<file path="config.mk">
export PLATFORM = sky130hd
export DESIGN_NAME = multicycle_controller
export DESIGN_NICKNAME = d
export VERILOG_FILES = /design/src/rtl/arm_ctrl_pkg.sv /design/src/rtl/mc_condlogic.sv /design/src/rtl/multicycle_controller.sv
export SDC_FILE = /design/constraint.sdc
export NUM_CORES = 1
export LEC_CHECK = 0
export BUFFER_PORTS_ARGS = -buffer_cell sky130_fd_sc_hd__buf_2
export CORE_AREA = 2 2 59 55
export DETAILED_ROUTE_END_ITERATION = 16
export DIE_AREA = 0 0 61 57
export PLACE_DENSITY = 0.52
export SKIP_CTS_REPAIR_TIMING = 1
export SYNTH_ARGS = -nofsm -noshare
export SYNTH_HDL_FRONTEND = slang
export SYNTH_SLANG_ARGS = --single-unit
</file>
<file path="constraint.sdc">
create_clock -name clk -period 2.3 [get_ports clk]
set_input_delay 0.46 -clock clk [delete_from_list [all_inputs] [get_ports clk]]
set_output_delay 0.46 -clock clk [all_outputs]
set_load 0.005 [all_outputs]
</file>
<file path="src/rtl/arm_ctrl_pkg.sv">
// Shared types and encodings for the multicycle ARM control unit.
package arm_ctrl_pkg;

    typedef enum logic [3:0] {
        S_FETCH,
        S_DECODE,
        S_MEMADR,
        S_MEMREAD,
        S_MEMWB,
        S_MEMWRITE,
        S_EXECUTER,
        S_EXECUTEI,
        S_ALUWB,
        S_BRANCH
    } state_t;

    localparam logic [1:0] OP_DP  = 2'b00;
    localparam logic [1:0] OP_MEM = 2'b01;
    localparam logic [1:0] OP_BR  = 2'b10;
    localparam logic [1:0] OP_NOP = 2'b11;

    localparam logic [3:0] COND_EQ = 4'b0000;
    localparam logic [3:0] COND_NE = 4'b0001;
    localparam logic [3:0] COND_CS = 4'b0010;
    localparam logic [3:0] COND_CC = 4'b0011;
    localparam logic [3:0] COND_MI = 4'b0100;
    localparam logic [3:0] COND_PL = 4'b0101;
    localparam logic [3:0] COND_VS = 4'b0110;
    localparam logic [3:0] COND_VC = 4'b0111;
    localparam logic [3:0] COND_HI = 4'b1000;
    localparam logic [3:0] COND_LS = 4'b1001;
    localparam logic [3:0] COND_GE = 4'b1010;
    localparam logic [3:0] COND_LT = 4'b1011;
    localparam logic [3:0] COND_GT = 4'b1100;
    localparam logic [3:0] COND_LE = 4'b1101;
    localparam logic [3:0] COND_AL = 4'b1110;
    localparam logic [3:0] COND_NV = 4'b1111;

    localparam logic [1:0] ALU_ADD = 2'b00;
    localparam logic [1:0] ALU_SUB = 2'b01;
    localparam logic [1:0] ALU_AND = 2'b10;
    localparam logic [1:0] ALU_ORR = 2'b11;

    localparam logic [3:0] CMD_ADD = 4'b0100;
    localparam logic [3:0] CMD_SUB = 4'b0010;
    localparam logic [3:0] CMD_AND = 4'b0000;
    localparam logic [3:0] CMD_ORR = 4'b1100;

    localparam logic [1:0] RES_ALUOUT    = 2'b00;
    localparam logic [1:0] RES_DATA      = 2'b01;
    localparam logic [1:0] RES_ALURESULT = 2'b10;

    localparam logic [1:0] SRCB_WD   = 2'b00;
    localparam logic [1:0] SRCB_IMM  = 2'b01;
    localparam logic [1:0] SRCB_FOUR = 2'b10;

endpackage

</file>
<file path="src/rtl/mc_condlogic.sv">
// Condition flags, condition evaluation and write gating for the multicycle controller.
module mc_condlogic
    import arm_ctrl_pkg::*;
(
    input  logic       clk,
    input  logic       reset_i,
    input  logic [3:0] cond_i,
    input  logic [3:0] alu_flags_i,
    input  logic [1:0] flag_w_i,
    input  logic       pcs_i,
    input  logic       next_pc_i,
    input  logic       reg_w_i,
    input  logic       mem_w_i,
    output logic       pc_write_o,
    output logic       reg_write_o,
    output logic       mem_write_o
);

    logic [1:0] nz_q;
    logic [1:0] cv_q;
    logic       cond_ex_d;
    logic       cond_ex_q;
    logic       n, z, c, v;

    assign {n, z} = nz_q;
    assign {c, v} = cv_q;

    always_comb begin
        cond_ex_d = 1'b0;
        case (cond_i)
            COND_EQ: cond_ex_d = z;
            COND_NE: cond_ex_d = ~z;
            COND_CS: cond_ex_d = c;
            COND_CC: cond_ex_d = ~c;
            COND_MI: cond_ex_d = n;
            COND_PL: cond_ex_d = ~n;
            COND_VS: cond_ex_d = v;
            COND_VC: cond_ex_d = ~v;
            COND_HI: cond_ex_d = c & ~z;
            COND_LS: cond_ex_d = ~(c & ~z);
            COND_GE: cond_ex_d = (n == v);
            COND_LT: cond_ex_d = (n != v);
            COND_GT: cond_ex_d = ~z & (n == v);
            COND_LE: cond_ex_d = ~(~z & (n == v));
            COND_AL: cond_ex_d = 1'b1;
            COND_NV: cond_ex_d = 1'b0;
            default: cond_ex_d = 1'b0;
        endcase
    end

    // flag_w_i is only non-zero in the execute states, so no state gating is needed here
    always_ff @(posedge clk) begin
        if (reset_i) begin
            nz_q      <= 2'b00;
            cv_q      <= 2'b00;
            cond_ex_q <= 1'b0;
        end else begin
            if (flag_w_i[1] && cond_ex_d) begin
                nz_q <= alu_flags_i[3:2];
            end
            if (flag_w_i[0] && cond_ex_d) begin
                cv_q <= alu_flags_i[1:0];
            end
            cond_ex_q <= cond_ex_d;
        end
    end

    // Delayed condition keeps an instruction's own flag update from cancelling its writeback
    assign pc_write_o  = ~reset_i & (next_pc_i | (pcs_i & cond_ex_q));
    assign reg_write_o = ~reset_i & reg_w_i & cond_ex_q;
    assign mem_write_o = ~reset_i & mem_w_i & cond_ex_q;

endmodule

</file>
<file path="src/rtl/multicycle_controller.sv">
// Moore control FSM for the multicycle ARM datapath with ALU decode and conditional write gating.
module multicycle_controller
    import arm_ctrl_pkg::*;
(
    input  logic        clk,
    input  logic        reset,
    input  logic [19:0] Instr,
    input  logic [3:0]  ALUFlags,
    output logic        PCWrite,
    output logic        AdrSrc,
    output logic        MemWrite,
    output logic        IRWrite,
    output logic [1:0]  ResultSrc,
    output logic [1:0]  ALUControl,
    output logic        ALUSrcA,
    output logic [1:0]  ALUSrcB,
    output logic [1:0]  ImmSrc,
    output logic        RegWrite,
    output logic [1:0]  RegSrc
);

    logic [3:0] cond;
    logic [1:0] op;
    logic [5:0] funct;
    logic [3:0] rd;
    logic [3:0] alu_cmd;
    logic       unused_rn;

    assign cond      = Instr[19:16];
    assign op        = Instr[15:14];
    assign funct     = Instr[13:8];
    assign rd        = Instr[3:0];
    assign alu_cmd   = funct[4:1];
    assign unused_rn = ^Instr[7:4];

    state_t state_q, state_d, out_state;

    logic       next_pc, branch, reg_w, mem_w, alu_op, ir_write_s, pcs;
    logic [1:0] flag_w;

    always_ff @(posedge clk) begin
        if (reset) begin
            state_q <= S_FETCH;
        end else begin
            state_q <= state_d;
        end
    end

    always_comb begin
        state_d = S_FETCH;
        case (state_q)
            S_FETCH:  state_d = S_DECODE;
            S_DECODE: begin
                case (op)
                    OP_MEM:  state_d = S_MEMADR;
                    OP_DP:   state_d = funct[5] ? S_EXECUTEI : S_EXECUTER;
                    OP_BR:   state_d = S_BRANCH;
                    default: state_d = S_FETCH;
                endcase
            end
            S_MEMADR:   state_d = funct[0] ? S_MEMREAD : S_MEMWRITE;
            S_MEMREAD:  state_d = S_MEMWB;
            S_EXECUTER: state_d = S_ALUWB;
            S_EXECUTEI: state_d = S_ALUWB;
            default:    state_d = S_FETCH;
        endcase
    end

    // While reset is held, outputs show the FETCH pattern with every write suppressed
    assign out_state = reset ? S_FETCH : state_q;

    always_comb begin
        next_pc    = 1'b0;
        branch     = 1'b0;
        reg_w      = 1'b0;
        mem_w      = 1'b0;
        alu_op     = 1'b0;
        ir_write_s = 1'b0;
        AdrSrc     = 1'b0;
        ResultSrc  = RES_ALUOUT;
        ALUSrcA    = 1'b0;
        ALUSrcB    = SRCB_WD;
        case (out_state)
            S_FETCH: begin
                ir_write_s = 1'b1;
                ALUSrcA    = 1'b1;
                ALUSrcB    = SRCB_FOUR;
                ResultSrc  = RES_ALURESULT;
                next_pc    = 1'b1;
            end
            S_DECODE: begin
                ALUSrcA   = 1'b1;
                ALUSrcB   = SRCB_FOUR;
                ResultSrc = RES_ALURESULT;
            end
            S_MEMADR: begin
                ALUSrcB = SRCB_IMM;
            end
            S_MEMREAD: begin
                AdrSrc = 1'b1;
            end
            S_MEMWB: begin
                ResultSrc = RES_DATA;
                reg_w     = 1'b1;
            end
            S_MEMWRITE: begin
                AdrSrc = 1'b1;
                mem_w  = 1'b1;
            end
            S_EXECUTER: begin
                alu_op = 1'b1;
            end
            S_EXECUTEI: begin
                ALUSrcB = SRCB_IMM;
                alu_op  = 1'b1;
            end
            S_ALUWB: begin
                reg_w = 1'b1;
            end
            S_BRANCH: begin
                ALUSrcB   = SRCB_IMM;
                ResultSrc = RES_ALURESULT;
                branch    = 1'b1;
            end
            default: ;
        endcase
    end

    // Unrecognised commands fall back to ADD and never touch the flags
    always_comb begin
        ALUControl = ALU_ADD;
        flag_w     = 2'b00;
        if (alu_op) begin
            case (alu_cmd)
                CMD_ADD: begin
                    ALUControl = ALU_ADD;
                    flag_w     = {funct[0], funct[0]};
                end
                CMD_SUB: begin
                    ALUControl = ALU_SUB;
                    flag_w     = {funct[0], funct[0]};
                end
                CMD_AND: begin
                    ALUControl = ALU_AND;
                    flag_w     = {funct[0], 1'b0};
                end
                CMD_ORR: begin
                    ALUControl = ALU_ORR;
                    flag_w     = {funct[0], 1'b0};
                end
                default: begin
                    ALUControl = ALU_ADD;
                    flag_w     = 2'b00;
                end
            endcase
        end
    end

    assign pcs     = branch | (reg_w & (rd == 4'hF));
    assign IRWrite = ir_write_s & ~reset;
    assign ImmSrc  = op;
    assign RegSrc  = {(op == OP_MEM), (op == OP_BR)};

    mc_condlogic u_condlogic (
        .clk         (clk),
        .reset_i     (reset),
        .cond_i      (cond),
        .alu_flags_i (ALUFlags),
        .flag_w_i    (flag_w),
        .pcs_i       (pcs),
        .next_pc_i   (next_pc),
        .reg_w_i     (reg_w),
        .mem_w_i     (mem_w),
        .pc_write_o  (PCWrite),
        .reg_write_o (RegWrite),
        .mem_write_o (MemWrite)
    );

endmodule

</file>
==> metrics.txt, run 1 <==
Synth Instances=107; Synth area leaders=dfxtp_1, xor2_1, a21oi_1; reg2reg start=u_condlogic.nz_q[0]; cell taking the most area after synthesis=dfxtp_1; Synth warnings=0; # IOs=42; WL final=2.052 mm; Synth Register Bits=9; Worst R2R End=u_condlogic.cv_q[1]; DIE AREA=3477 sq um; top_reg_cell synth=dfxtp_1; clock-pin slew on the worst setup and hold paths=0.06 ns; 1st-iter DRT viols=21; via/cell ratio=4.776; status=complete, no violations; worst-skew pair later-pin latency=0.25 ns; Worst EP required=2.49 ns; Post-synth ARST share=0; hold crit path type=in2reg; CP Capture Type=flip-flop; HP Start=ALUFlags[3]; Cell Pwr Density=390.3 nW/um^2; Final GP Congestion=0.6711; # port buffers=37; antenna violations before repair=0; Reg2Reg Depth=5; mapped cell area=825.8 sq um; Die Y=57 um; Seq/Total Area, Yosys=0.2182; DR vias=874; crit start category=flip-flop; clock root buffer=clkbuf_4; Worst Setup SP=u_condlogic.nz_q[0]; drt drc=0; slew of the pin with the lowest slew margin=0.4765 ns; CTS HTree Levels=1; flop2flop setup slack=0.21 ns; Final ANT Viol Nets=0; setup violators final=0; skew final=0.001417 ns; gr usage total=0.1293; crit path kind=reg2reg; CP max FO=7; Fmax=479.5 MHz; VDD IR max=0.2758 mV; leak pwr=0.4763 nW; RSZ-0062 raised after global routing=no; period utilization=0.9067; largest net degree at the start of global routing=17; # rows=19; Worst Setup EP=u_condlogic.cv_q[1]; layout cell share with drive strength beyond 1=0.3617; EDFF count, synth=0; Final Hold Vio Count=0; die width=61 um; MaxCap Viol Count=0; CTS buffer count=3; fin crit period=2.086 ns; grt total ovfl=0; Inserted Diodes=0; P&R area growth vs syn=27.88%; Initial Utilization=0.2824; final number of max-transition violations=0; first-pass GRT wire length=3.498 mm; clock tree sinks=9; DR pass1 iterations=2; Syn Nets=133; TritonCTS clock tree=done; setup TNS after final layout=0 ns; Avg WL per Cell=11.21 um; vias in the first global route=827; post-synth top area share=0.2182; DP HPWL=1.642 mm; worst path arrival time=2.27 ns; distinct cell type count after synthesis=38; clk buf depth=2; overall power=0.4121 mW; core area=2924 sq um; syn_area_per_cell=7.718 sq um; Final #Nets=168; Slew headroom=0.6819
[where the power goes]
group / internal, mW / total [mW] / leakage [nW] / switching, mW
combinational: 0.0590 / 0.112 / 0.388 / 0.0531
sequential: 0.162 / 0.178 / 0.0734 / 0.0159
clock: 0.0669 / 0.122 / 0.0150 / 0.0554
total: 0.288 / 0.412 / 0.476 / 0.124
[per-layer routing]
| layer | part of all wire | wire [um] | track usage |
|---|---|---|---|
| met2 | 0.52 | 1063 | 0.2381 |
| met5 | 0 | 0 | 0 |
| met4 | 0 | 0 | 0.02174 |
| met3 | 0.047 | 97 | 0.03855 |
| met1 | 0.43 | 891 | 0.1460 |
[how the worst min path moves through the flow]
stage                     slack [ns]  cells past startpoint             endpoint
after global placement          0.49                      2  u_condlogic.cv_q[1]
final                           0.46                      3  u_condlogic.nz_q[1]
after global routing            0.47                      3  u_condlogic.nz_q[1]
after detailed placement        0.51                      2  u_condlogic.cv_q[1]
after CTS                       0.46                      3  u_condlogic.nz_q[1]
after floorplan                 0.47                      2  u_condlogic.cv_q[1]
[flip-flops by register name (all words and copies together) (netlist names)]
register               count
u_condlogic.cv_q           2
u_condlogic.nz_q           2
state_q                    4
u_condlogic.cond_ex_q      1
[synth_stat cells (3+ instances only)]
master	count
dfxtp_1	9
nor2_1	8
a21oi_1	7
o21ai_0	7
nor3_1	6
clkbuf_1	5
nand2_1	5
nand2b_1	5
nor2b_1	5
xor2_1	5
and3_1	3
mux2i_1	3
nand3_1	3
or3b_2	3
xnor2_1	3
[logic make-up after synthesis]
| kind of cell | synth area share |
|---|---|
| compound gates | 0.1879 |
| mux | 0.05000 |
| simple gates | 0.4091 |
| buf+inv | 0.04999 |
| flops | 0.2182 |
| xor+xnor | 0.08485 |
[layout by cell type (no fill, tap or decap), types with 2 or more instances in the layout]
cell type,instances
nand2b_1,5
a31oi_1,2
nor3_1,6
xor2_1,5
nor2b_1,5
buf_2,37
xnor2_1,3
nor2_1,8
and2_1,2
and4b_1,2
nand3_1,3
a21oi_1,7
a21o_1,2
or2_2,2
o21ai_0,7
clkbuf_4,3
dfxtp_1,9
and3_1,3
nand3b_1,2
nand2_1,5
or3b_2,3
mux2i_1,3
[final cells by class]
class                   count  area, sq um
fillers                   329         1868
multi-input cells          89        604.3
repair buffers             37        185.2
flip-flops and latches      9        180.2
well taps                  42        52.55
clock buffers               4        26.28
inverters                   2        7.507
[metrics by stage]
| step | hold WS (ns) | setup slack, ns | instances | util | cell area [sq um] |
|---|---|---|---|---|---|
| floorplan | 0.4695 | 0.3363 | 107 | - | 825.8 |
| global placement | 0.4937 | 0.07771 | 179 | 0.3522 | 1030 |
| detailed placement | 0.5131 | 0.002270 | 179 | 0.3522 | 1030 |
| CTS | 0.4591 | 0.1925 | 183 | 0.3611 | 1056 |
| global route | 0.4662 | 0.1066 | 183 | 0.3611 | 1056 |
| finish | 0.4612 | 0.2145 | 183 | 0.3611 | 1056 |
[worst max-delay path, cell delays in order, from the launching register on]
cell and delay [ns]:
dfxtp_1 0.38, or4_4 0.54, and4_4 0.20, a211o_4 0.33
nor4b_4 0.34, mux2i_1 0.22
No activity file was read; power rests on OpenSTA's default activity.
==> run 2: changes to the inputs <==
--- a/config.mk
+++ b/config.mk
@@ -5,11 +5,12 @@
 export SDC_FILE = /design/constraint.sdc
 export NUM_CORES = 1
 export LEC_CHECK = 0
+export ABC_CLOCK_PERIOD_IN_PS = 2300
 export BUFFER_PORTS_ARGS = -buffer_cell sky130_fd_sc_hd__buf_2
-export CORE_AREA = 2 2 59 55
+export CORE_AREA = 2 2 49 47
 export DETAILED_ROUTE_END_ITERATION = 16
-export DIE_AREA = 0 0 61 57
-export PLACE_DENSITY = 0.52
+export DIE_AREA = 0 0 51 49
+export PLACE_DENSITY = 0.71
 export SKIP_CTS_REPAIR_TIMING = 1
 export SYNTH_ARGS = -nofsm -noshare
 export SYNTH_HDL_FRONTEND = slang
==> run 2 against run 1 <==
  * Non-clock buffer count unchanged
  * Worst setup slack better by 0.018 ns
  * Clock-buffer cell count unchanged
  * Global-route usage up 3.8 points
  * Critical path type unchanged
  * Critical path depth unchanged
  * Largest power group unchanged
  * Total power up 1.4%
  * Clock power up 6%
  * Cell count down 8.2%
  * Wire length down 5.3%
  * Worst hold slack worse by 0.028 ns
  * Via count down 0.69%
==> metrics.txt, run 2 (same netlist as run 1, synthesis figures left out) <==
commonest non-fill, non-tap cells in the layout=buf_2, dfxtp_1, nor2_1; Worst EP required=2.51 ns (+0.02 ns); first-pass GRT wire length=3.215 mm (-8.1%); final non-filler cell total=168 (-8.2%); placed insts=164 (-8.4%); period utilization=0.8990 (-0.007756); Worst Setup SP=u_condlogic.nz_q[0]; TritonCTS clock tree=done; antenna violations before repair=0 (unchanged); Placed Area=1011 sq um (-1.8%); gr usage total=0.1671 (+0.03776); DR pass1 iterations=4 (+2); Final ANT Viol Nets=0 (unchanged); Fmax=483.6 MHz (+0.86%); die width=51 um (-16%); Slew headroom=0.6894 (+0.007445); Inserted Diodes=0 (unchanged); Initial Utilization=0.4084 (+0.1260); worst-skew pair later-pin latency=0.28 ns (+0.03 ns); DP HPWL=1.469 mm (-11%); register area=180.2 sq um (unchanged); flop2flop setup slack=0.23 ns (+0.02 ns); Final Cell Area=1037 sq um (-1.8%); Cell Pwr Density=403.1 nW/um^2 (+3.3%); vias in the first global route=790 (-4.5%); slew of the pin with the lowest slew margin=0.4620 ns (-0.01447 ns); drt drc=0 (unchanged); P&R area growth vs syn=25.61%; Final #Nets=168 (unchanged); clock tree sinks=9 (unchanged); CP Capture Type=flip-flop; M3 GR Usage=0.04908 (+0.01053); final number of max-transition violations=0 (unchanged); DR vias=868 (-0.69%); VDD IR max=0.2748 mV (-0.36%); HP Start=ALUFlags[3]; core area=2022 sq um (-31%); # rows=16 (-3); largest net degree at the start of global routing=17 (unchanged); met2 Track Usage GR=0.2900 (+0.05195); crit path kind=reg2reg; Top Registers=state_q: 4 flops, u_condlogic.cv_q: 2 flops, u_condlogic.nz_q: 2 flops; RSZ-0062 raised after global routing=no; clock root buffer=clkbuf_4; hold crit path type=in2reg; leak pwr=0.4763 nW (unchanged); CTS HTree Levels=1 (unchanged); GR peak layer=met2; skew final=0.008617 ns (+0.007200 ns); reg2reg start=u_condlogic.nz_q[0]; # port buffers=37 (unchanged); max reg flops=4 (unchanged); fin crit period=2.068 ns (-0.01784 ns); via/cell ratio=5.167 (+8.2%); Die Y=49 um (-14%); status=complete, no violations; Final GP Congestion=0.6851 (+2.1%); setup violators final=0 (unchanged); commonest non-fill, non-tap cell in the layout=buf_2; area of the multi-input gates=604.3 sq um (unchanged); MaxCap Viol Count=0 (unchanged); crit start category=flip-flop; clock-pin slew on the worst setup and hold paths=0.06 ns (about the same); layout cell share with drive strength beyond 1=0.3617 (unchanged); WL final=1.943 mm (-5.3%); CP max FO=7 (unchanged); Biggest register=state_q; worst path arrival time=2.28 ns (about the same); DIE AREA=2499 sq um (-28%); # IOs=42 (unchanged); grt total ovfl=0 (unchanged); CTS buffer count=3 (unchanged); setup TNS after final layout=0 ns (unchanged); Final Hold Vio Count=0 (unchanged); 1st-iter DRT viols=16 (-24%); Fillers=202 (-39%); Avg WL per Cell=11.57 um (+3.1%); met1 Use GR=0.1818 (+0.03578); clk buf depth=2 (unchanged)
## run 2: layer usage
metal | routed length [um] | up-vias
li1 | - | 452
met4 | 31 | 0
met5 | 0 | -
met3 | 126 | 4
met1 | 849 | 389
met2 | 935 | 23
## run 2: report_power, final
part | total [mW] | switching [mW] | internal, mW
clock network | 0.129 | 0.0614 | 0.0672
logic | 0.112 | 0.0527 | 0.0590
registers | 0.178 | 0.0158 | 0.162
## run 2: cell type report
cell class / instances / area share
clock buffer: 4 / 0.02533
inverter: 2 / 0.007238
multi-input combinational: 89 / 0.5826
sequential: 9 / 0.1737
tap: 27 / 0.03257
timing repair buffer: 37 / 0.1785
## run 2: stage by stage
step	power [mW]	util	hold slack, ns	setup slack, ns
finish	0.4181	0.5130	0.4333	0.2323
CTS	0.4236	0.5130	0.4260	0.2299
detailed placement	0.2925	0.5000	0.5032	0.03653
global route	0.4431	0.5130	0.4286	0.1505
floorplan	0.2465	-	0.4695	0.3363
global placement	0.2883	0.5000	0.4915	0.08540
## run 2: critical path, stage by stage, from the launching register on
cell and delay (ns):
dfxtp_1 0.37, or4_4 0.54, and4_4 0.20, a211o_4 0.33, nor4b_4 0.34, mux2i_1 0.22
## run 2: worst paths after layout
check                                            to  cells past startpoint
worst min-delay path            u_condlogic.nz_q[1]                      3
worst max-delay path            u_condlogic.cv_q[1]                      5
worst max register to register  u_condlogic.cv_q[1]                      5
worst min register to register  u_condlogic.cv_q[1]                      2
==> run 3: changes to the inputs <==
--- a/config.mk
+++ b/config.mk
@@ -5,13 +5,15 @@
 export SDC_FILE = /design/constraint.sdc
 export NUM_CORES = 1
 export LEC_CHECK = 0
+export ABC_AREA = 1
 export ABC_CLOCK_PERIOD_IN_PS = 2300
 export BUFFER_PORTS_ARGS = -buffer_cell sky130_fd_sc_hd__buf_2
-export CORE_AREA = 2 2 49 47
+export CORE_AREA = 2 2 50 48
 export DETAILED_ROUTE_END_ITERATION = 16
-export DIE_AREA = 0 0 51 49
-export PLACE_DENSITY = 0.71
+export DIE_AREA = 0 0 52 50
+export PLACE_DENSITY = 0.72
 export SKIP_CTS_REPAIR_TIMING = 1
+export SLEW_MARGIN = 20
 export SYNTH_ARGS = -nofsm -noshare
 export SYNTH_HDL_FRONTEND = slang
 export SYNTH_SLANG_ARGS = --single-unit
==> run 3 against run 2 <==
  * Total power is 1.0% higher
  * Worst setup slack better by 0.011 ns
  * Non-clock buffer count stayed put
  * Combinational power is 9% higher
  * Core utilization is 1.7 points higher
  * Wire length is 11% higher
  * Die area is 4.0% higher
  * Register-to-register slack better by 0.60 ns
  * Critical path type is now in2out
  * Critical endpoint is now PCWrite
  * Highest routed layer unchanged
==> metrics.txt, run 3 <==
status=complete, no violations; Placed Area=1066 sq um (+5.4%); CP bufs+invs=4 (+4); MaxCap Viol Count=0 (unchanged); Final Cell Area=1092 sq um (+5.3%); vias in the first global route=925 (+17%); WL final=2.163 mm (+11%); post-synth top area share=0.2037 (-0.01450); clk buf depth=2 (unchanged); setup violators final=0 (unchanged); TritonCTS clock tree=done; CP most frequent cell=nand2_1; hold crit path type=in2reg; critical path depth=11 (+6); Post-synth ARST share=0 (unchanged); final number of max-transition violations=0 (unchanged); mapped cell area=884.6 sq um (+7.1%); Final ANT Viol Nets=0 (unchanged); first-pass GRT wire length=3.629 mm (+13%); critical path's slowest cell=buf_2; period utilization=0.8941 (-0.004901); slew of the pin with the lowest slew margin=0.4063 ns (-0.05573 ns); Synth Register Bits=9 (unchanged); P&R area growth vs syn=23.48%; Synth warnings=0 (unchanged); Fmax=486.3 MHz (+0.55%); critical path, cell by cell=buf_2 -> inv_4 -> nand2_1 -> nor2_1 -> inv_2 -> nand2_1 -> nand2_1 -> o21ai_1 -> nand2_1 -> o21ai_1 -> buf_2; worst hold path depth=3 (unchanged); gr usage total=0.1827 (+0.01557); Seq/Total Area, Yosys=0.2037 (-0.01450); # port buffers=37 (unchanged); Top delay family on crit path=buffers and inverters; crit path kind=in2out; VDD IR max=0.4239 mV (+54%); Avg WL per Cell=9.613 um (-17%); setup TNS after final layout=0 ns (unchanged); Final GP Congestion=0.8209 (+20%); worst path arrival time=1.60 ns (-0.68 ns); cell taking the most area after synthesis=dfxtp_1; adder-cell share of the synthesized area=0 (unchanged); Biggest register=state_q; antenna violations before repair=0 (unchanged); Cell Pwr Density=386.7 nW/um^2 (-4.1%); skew final=0.003274 ns (-0.005343 ns); Top Registers=state_q: 4 flops, u_condlogic.cv_q: 2 flops, u_condlogic.nz_q: 2 flops; Synth Area in XOR/XNOR=0 (-0.08485); die width=52 um (+2.0%); Final Hold Vio Count=0 (unchanged); DIE AREA=2600 sq um (+4.0%); crit start category=primary input; layout cell share with drive strength beyond 1=0.2929 (-0.06877); final hold slack=0.4835 ns (+0.05027 ns); commonest non-fill, non-tap cell in the layout=nand2_1; slowest stage delay, CP=0.18 ns (-0.36 ns); Final #Nets=225 (+34%); fin crit period=2.056 ns (-0.01127 ns); Post-Synth Simple-Gate Area=0.4965 (+0.08737); CP max FO=12 (+5); Reg2Reg Depth=7 (+2); top post-synthesis cells by count=nand2_1, nor2_1, inv_1; Inserted Diodes=0 (unchanged); DR vias=1099 (+27%); placed insts=221 (+35%); final non-filler cell total=225 (+34%); CTS buffer count=3 (unchanged); via/cell ratio=4.884 (-5.5%); RSZ-0062 raised after global routing=no; # rows=16 (unchanged); 1st-iter DRT viols=18 (+2); DR pass1 iterations=4 (unchanged); Synth area leaders=dfxtp_1, nand2_1, nor2_1; grt total ovfl=0 (unchanged); leading cell type by number of instances after synthesis=nand2_1; CTS HTree Levels=1 (unchanged); clock root buffer=clkbuf_4; leak pwr=0.5734 nW (+20%); top_reg_cell synth=dfxtp_1; compound-gate portion of the synthesized area=0.1358 (-0.05209); worst-skew pair later-pin latency=0.27 ns (about the same); CP Capture Type=output port; clock tree sinks=9 (unchanged); mux contribution to synthesized area=0 (-0.05000); max reg flops=4 (unchanged); Slew headroom=0.7271 (+0.03770); distinct cell type count after synthesis=22 (-42%); Synth Instances=162 (+51%); largest family of logic cells by synthesized area=simple AND/OR/NAND/NOR gates; core area=2062 sq um (+2.0%); syn_area_per_cell=5.460 sq um (-29%); Syn Nets=188 (+41%); DP HPWL=1.744 mm (+19%); Initial Utilization=0.4290 (+0.02059); Die Y=50 um (+2.0%); clock-pin slew on the worst setup and hold paths=0.06 ns (about the same); drt drc=0 (unchanged); commonest non-fill, non-tap cells in the layout=nand2_1, buf_2, nor2_1; EDFF count, synth=0 (unchanged); largest net degree at the start of global routing=13 (-4); # IOs=42 (unchanged); Worst EP required=1.84 ns (-0.67 ns)
## run 3: cell types whose count changed after synthesis, sizes merged, moves of 4 or more
cell,before,now
nand2,5,43
nand2b,5,0
inv,2,28
xor2,5,0
clkbuf,5,1
nor2,8,34
nand4,0,4
nor2b,5,0
and3,4,0
nand3,3,15
## run 3: logic make-up (layout without fill, tap and decap cells)
| group | Yosys count | after routing |
|---|---|---|
| compound gates | 21 | 21 |
| buf+inv | 33 | 69 |
| simple gates | 99 | 99 |
| flops | 9 | 9 |
## run 3: worst paths after layout
path / from / endpoint / slack (ns)
max: reset / PCWrite / 0.24
min reg2reg: u_condlogic.nz_q[0] / u_condlogic.nz_q[0] / 0.51
max reg2reg: state_q[1] / u_condlogic.cv_q[1] / 0.83
min: Instr[8] / state_q[1] / 0.48
## run 3: layout make-up
type | instances | area, sq um
Fill cell | 217 | 969.7
Clock buffer | 4 | 26.28
Timing Repair Buffer | 37 | 185.2
Inverter | 28 | 107.6
Sequential cell | 9 | 180.2
Multi-Input combinational cell | 120 | 559.3
Tap cell | 27 | 33.78
## run 3: power breakdown
part | internal [mW] | total, mW | switching (mW)
combinational | 0.0485 | 0.122 | 0.0738
sequential | 0.162 | 0.172 | 0.00927
clock | 0.0672 | 0.129 | 0.0613
total | 0.278 | 0.422 | 0.144
## run 3: tightest hold or removal path, stage by stage
cell and delay (ns):
buf_2 0.12, nand3_1 0.07, a21oi_1 0.05
## run 3: stage by stage
step           power [mW]  setup WS, ns  utilization
2_1_floorplan      0.2531        0.7086            -
3_3_place_gp       0.2933        0.3271       0.5170
3_5_place_dp       0.2969        0.2683       0.5170
4_1_cts            0.4269        0.2653       0.5297
5_1_grt            0.4574       0.08907       0.5297
6_report           0.4224        0.2436       0.5297
## run 3: routing by layer
| metal | routed length (um) | global-route usage | vias to the layer above |
|---|---|---|---|
| met4 | 17 | 0.04386 | 0 |
| met5 | 0 | 0 | - |
| li1 | - | - | 581 |
| met2 | 1109 | 0.3270 | 29 |
| met1 | 897 | 0.2052 | 485 |
| met3 | 139 | 0.05758 | 4 |
